==> src/rtl/c2v_symconv_rr_sched.sv <==
// Round-robin shared C2V sign-conversion unit with per-layer accept counting and a layer-done pulse.
// Latency: accept to out_valid_o is 1 cycle. Backpressure: a stalled output slot withholds every req_ready_o.
// Build option C2V_SYMCONV_ZERO_SIGN_CLR_EN forces the output sign to 0 when the magnitude is zero.
module c2v_symconv_rr_sched #(
    parameter int MSG_WIDTH    = 4,
    parameter int REQ_NUM      = 4,
    parameter int REQ_ID_WIDTH = 2,
    parameter int CNT_WIDTH    = 8
) (
    input  logic                         sys_clk,
    input  logic                         rst,
    input  logic                         layer_start_i,
    input  logic [CNT_WIDTH-1:0]         layer_msg_cnt_i,
    input  logic [REQ_NUM-1:0]           req_valid_i,
    output logic [REQ_NUM-1:0]           req_ready_o,
    input  logic [REQ_NUM-1:0]           req_v2c_sign_i,
    input  logic [REQ_NUM*MSG_WIDTH-1:0] req_c2v_msg_i,
    output logic                         out_valid_o,
    input  logic                         out_ready_i,
    output logic [MSG_WIDTH-1:0]         out_msg_o,
    output logic [REQ_ID_WIDTH-1:0]      out_req_id_o,
    output logic                         busy_o,
    output logic                         layer_done_o
);

    typedef enum logic [1:0] {ST_IDLE, ST_RUN, ST_DRAIN, ST_DONE} state_t;

    state_t                  state_q, state_d;
    logic [REQ_ID_WIDTH-1:0] rr_ptr_q, rr_ptr_d;
    logic [CNT_WIDTH-1:0]    count_q, count_d;
    logic [CNT_WIDTH-1:0]    target_q, target_d;
    logic [CNT_WIDTH-1:0]    count_inc;
    logic                    out_vld_q, out_vld_d;
    logic [MSG_WIDTH-1:0]    out_msg_q, out_msg_d;
    logic [REQ_ID_WIDTH-1:0] out_id_q, out_id_d;

    logic                    slot_free;
    logic                    gnt_vld;
    logic [REQ_ID_WIDTH-1:0] gnt_id;
    logic [MSG_WIDTH-1:0]    sel_msg;
    logic                    conv_sign;
    int unsigned             idx;

    assign slot_free = ~out_vld_q | out_ready_i;
    assign count_inc = count_q + 1'b1;

    // Search starts at rr_ptr and wraps, so the last winner gets lowest priority next time.
    always_comb begin
        gnt_vld     = 1'b0;
        gnt_id      = '0;
        idx         = 0;
        req_ready_o = '0;
        if (state_q == ST_RUN && slot_free) begin
            for (int j = 0; j < REQ_NUM; j++) begin
                idx = (int'(rr_ptr_q) + j) % REQ_NUM;
                if (!gnt_vld && req_valid_i[idx]) begin
                    gnt_vld = 1'b1;
                    gnt_id  = REQ_ID_WIDTH'(idx);
                end
            end
            if (gnt_vld) req_ready_o[gnt_id] = 1'b1;
        end
    end

    always_comb begin
        sel_msg   = req_c2v_msg_i[gnt_id*MSG_WIDTH +: MSG_WIDTH];
        conv_sign = req_v2c_sign_i[gnt_id] ^ sel_msg[MSG_WIDTH-1];
`ifdef C2V_SYMCONV_ZERO_SIGN_CLR_EN
        if (sel_msg[MSG_WIDTH-2:0] == '0) conv_sign = 1'b0;
`endif
    end

    always_comb begin
        rr_ptr_d  = rr_ptr_q;
        count_d   = count_q;
        target_d  = target_q;
        out_vld_d = out_vld_q;
        out_msg_d = out_msg_q;
        out_id_d  = out_id_q;
        if (state_q == ST_IDLE && layer_start_i) begin
            target_d = layer_msg_cnt_i;
            count_d  = '0;
        end
        if (gnt_vld) begin
            rr_ptr_d  = (int'(gnt_id) == REQ_NUM - 1) ? '0 : gnt_id + 1'b1;
            count_d   = count_inc;
            out_vld_d = 1'b1;
            out_msg_d = {conv_sign, sel_msg[MSG_WIDTH-2:0]};
            out_id_d  = gnt_id;
        end else if (out_vld_q && out_ready_i) begin
            out_vld_d = 1'b0;
        end
    end

    always_ff @(posedge sys_clk or posedge rst) begin
        if (rst) begin
            state_q <= ST_IDLE;
        end else begin
            state_q <= state_d;
        end
    end

    always_comb begin
        state_d = state_q;
        case (state_q)
            ST_IDLE:  if (layer_start_i) state_d = (layer_msg_cnt_i == '0) ? ST_DONE : ST_RUN;
            ST_RUN:   if (gnt_vld && count_inc == target_q) state_d = ST_DRAIN;
            ST_DRAIN: if (slot_free) state_d = ST_DONE;
            ST_DONE:  state_d = ST_IDLE;
            default:  state_d = ST_IDLE;
        endcase
    end

    always_comb begin
        busy_o       = (state_q != ST_IDLE);
        layer_done_o = (state_q == ST_DONE);
    end

    always_ff @(posedge sys_clk or posedge rst) begin
        if (rst) begin
            rr_ptr_q  <= '0;
            count_q   <= '0;
            target_q  <= '0;
            out_vld_q <= 1'b0;
            out_msg_q <= '0;
            out_id_q  <= '0;
        end else begin
            rr_ptr_q  <= rr_ptr_d;
            count_q   <= count_d;
            target_q  <= target_d;
            out_vld_q <= out_vld_d;
            out_msg_q <= out_msg_d;
            out_id_q  <= out_id_d;
        end
    end

    assign out_valid_o  = out_vld_q;
    assign out_msg_o    = out_msg_q;
    assign out_req_id_o = out_id_q;

endmodule
==> config.mk <==
export PLATFORM = sky130hd
export DESIGN_NAME = c2v_symconv_rr_sched
export DESIGN_NICKNAME = d
export VERILOG_FILES = /design/src/rtl/c2v_symconv_rr_sched.sv
export SDC_FILE = /design/constraint.sdc
export NUM_CORES = 1
export LEC_CHECK = 0
export BUFFER_PORTS_ARGS = -buffer_cell sky130_fd_sc_hd__buf_2
export CORE_MARGIN = 10
export CORE_UTILIZATION = 42
export DETAILED_ROUTE_END_ITERATION = 6
export PLACE_DENSITY = 0.72
export SYNTH_ARGS = -nofsm -noshare
export SYNTH_HDL_FRONTEND = slang
export SYNTH_SLANG_ARGS = --single-unit
==> constraint.sdc <==
create_clock -name sys_clk -period 4.8 [get_ports sys_clk]
set_input_delay 1.2 -clock sys_clk [delete_from_list [all_inputs] [get_ports sys_clk]]
set_output_delay 1.2 -clock sys_clk [all_outputs]
set_load 0.01 [all_outputs]
==> qor.yml <==
drc_errors: 0
drive_gt1_share_pct: 34.0
tns_ns: 0
hold_violations: 0
synth_edf_count: 0
startpoint: "out_ready_i"
worstSetupEndpoint: "req_ready_o[3]"
ys_seq_elements: 27
gp_congestion: 0.829
synth_nets: 206
clkTransAtPathRegs_ns: 0.09
routed_via_density: 5.37
nets: 255
power.leakage_nw: 0.940
post-route-util_pct: 53.0
hold_class: "register to register"
p_seq_share_pct: 36.3
critical-path-max-stage-delay_ns: 0.63
worstHoldStart: "out_req_id_o[1]"
cp_slowest_cell: "or4_4"
diodes: 0
pwr_density_cell_nw_per_um2: 563
fin_total_pwr_mw: 1.12
finalClockSkew_ns: 0.00328
power.share.combinational_pct: 52.1
cts_resized: 0
htreeDepth: 1
antenna_found_initial: 0
layout_commonest_cell: "buf_2"
p_int_mw: 0.662
crit_top_cell: "buf_2"
final_antenna_net_count: 0
cap_violations: 0
max_slew_margin_pct: 32.0
r2r_slack_ns: 2.30
hold_ws_ns: 0.499
synth_ff_type: "dfrtp_1"
grt_max_degree: 28
syn2layout_area_growth_pct: 19.8
synth.avg_cell_area_um2: 10.1
fmax_ghz: 0.273
vias: 1395
core_area_um2: 3740
synth_seq_area_share_pct: 40.8
rsz0062_at_grt: "no"
clkPwrFrac_pct: 11.7
arrival_ns: 2.47
nFillCells: 356
reg2regPathDepth: 7
root_buffer: "clkbuf_8"
synth_cell_types: 40
p_sw_share_pct: 40.8
finalMaxSlewViolations: 0
timing.rr.start: "state_q[1]"
synth-warning-count: 0
crit_fanout: 11
min_period_ns: 3.67
detail_route.wl_per_cell_um: 14.7
syn-cell-area_um2: 1660
clockBufferDepth: 2
numCtsBuffers: 3
cts_setup_buffers: 0
end_kind: "output port"
status: "finished clean"
grt-ovfl-total: 0
switching_power_mw: 0.456
crit_required_ns: 3.60
chipWidth_um: 82.8
clock-sinks: 27
track_usage_pct: 11.1
die_area_um2: 6860
dr.pass1.iters: 4
final_cell_mix: "48 x buf_2, 27 x dfrtp_1, 20 x nand2_1"
fin_crit_sh_pct: 76.4
hpwl_mm: 2.98
cts_tree: "yes"
setup_viol_count_final: 0
pin_count: 49
worst_pin_slew_ns: 1.02
async_flop_share_pct: 100
die_h_um: 82.8
row_count: 22
clock_latency_ns: 0.27
worstSetupPathType: "input port to output port"
wl_mm: 3.81
grt_pass1_wl_mm: 6.67
drt_iter0_drc: 116
setup.worst_path.start_class: "input port"
syn_inst: 164
io_buffers: 48
r2r_end: "state_q[0]"
first_global_vias: 1499
cp_cell_sequence: "buf_2 > nand2b_1 > nand3_1 > or4_4 > nor2_1 > buf_2"
peakVddDrop_mv: 0.357
start_util_pct: 44.3
postCtsHoldBufs: 0
layout make-up:
class | instances | area (um^2) | area share (%)
Multi-Input combinational cell | 126 | 932 | 47.0
Clock inverter | 1 | 5.00 | 0.252
Sequential cell | 27 | 676 | 34.0
Inverter | 6 | 22.5 | 1.13
Timing Repair Buffer | 49 | 248 | 12.5
Clock buffer | 3 | 41.3 | 2.08
Tap cell | 48 | 60.1 | 3.03
state kept, by name, summed over array words and instances (netlist names):
name and count:
count_q 8, out_msg_o 4, out_req_id_o 2, out_valid_o 1
rr_ptr_q 2, state_q 2, target_q 8
worst max-delay path: cells and delay by family:
kind	cells	cell delay (ns)
buffers and inverters	2	0.21
and+or+nand+nor	4	1.07
per-layer routing:
layer  part of all wire (%)  track usage (%)  up-vias
met5                      0                0        -
li1                       -                -      678
met4                   0.97             3.85        0
met1                     44             12.7      664
met3                    7.0             3.81        5
met2                     48             18.6       48
cell usage after synthesis, types with 2 or more instances:
library cell / count / area, um^2
dfrtp_1: 27 / 676
nand2_1: 20 / 75.1
o21ai_0: 12 / 60.1
xnor2_1: 9 / 78.8
xor2_1: 9 / 78.8
mux2_2: 8 / 90.1
nand3_1: 8 / 40.0
nor2_1: 7 / 26.3
ha_1: 6 / 75.1
inv_1: 6 / 22.5
nor3_1: 5 / 25.0
a31oi_1: 4 / 25.0
a21oi_1: 3 / 15.0
and3_1: 3 / 18.8
clkbuf_1: 3 / 11.3
mux2_4: 3 / 45.0
mux4_2: 3 / 67.6
nand2b_1: 3 / 18.8
nor2b_1: 3 / 18.8
nor4_1: 2 / 12.5
per-stage QoR:
step / cell area [um^2] / worst slack (ns) / std cells
floorplan: 1660 / 1.12 / 164
global placement: 1940 / 1.15 / 256
detailed placement: 1940 / 1.14 / 256
CTS: 1980 / 1.12 / 260
global route: 1980 / 0.983 / 260
finish: 1980 / 1.13 / 260
power groups by stage:
| stage | registers [mW] | logic [mW] | clock network (mW) |
|---|---|---|---|
| after CTS | 0.406 | 0.588 | 0.132 |
| after floorplan | 0.404 | 0.435 | 0 |
| after detailed placement | 0.409 | 0.587 | 0 |
| after global placement | 0.407 | 0.575 | 0 |
| final | 0.406 | 0.582 | 0.130 |
| after global routing | 0.421 | 0.654 | 0.139 |
kinds of logic after synthesis:
logic type      Yosys count  share of synthesized area (%)
flops                    27                           40.8
xor+xnor                 18                           9.52
buf+inv                  11                           2.95
fa+ha+maj                 6                           4.53
simple gates             58                           17.7
mux                      15                           12.8
compound gates           29                           11.7
worst min path at each step:
stage          cells past startpoint         endpoint
6_report                           1  out_req_id_o[1]
5_1_grt                            1  out_req_id_o[1]
4_1_cts                            2  out_req_id_o[0]
3_5_place_dp                       2  out_req_id_o[0]
3_3_place_gp                       2  out_req_id_o[0]
2_1_floorplan                      1       count_q[7]
Note: power is estimated with default switching activity, not from simulation.
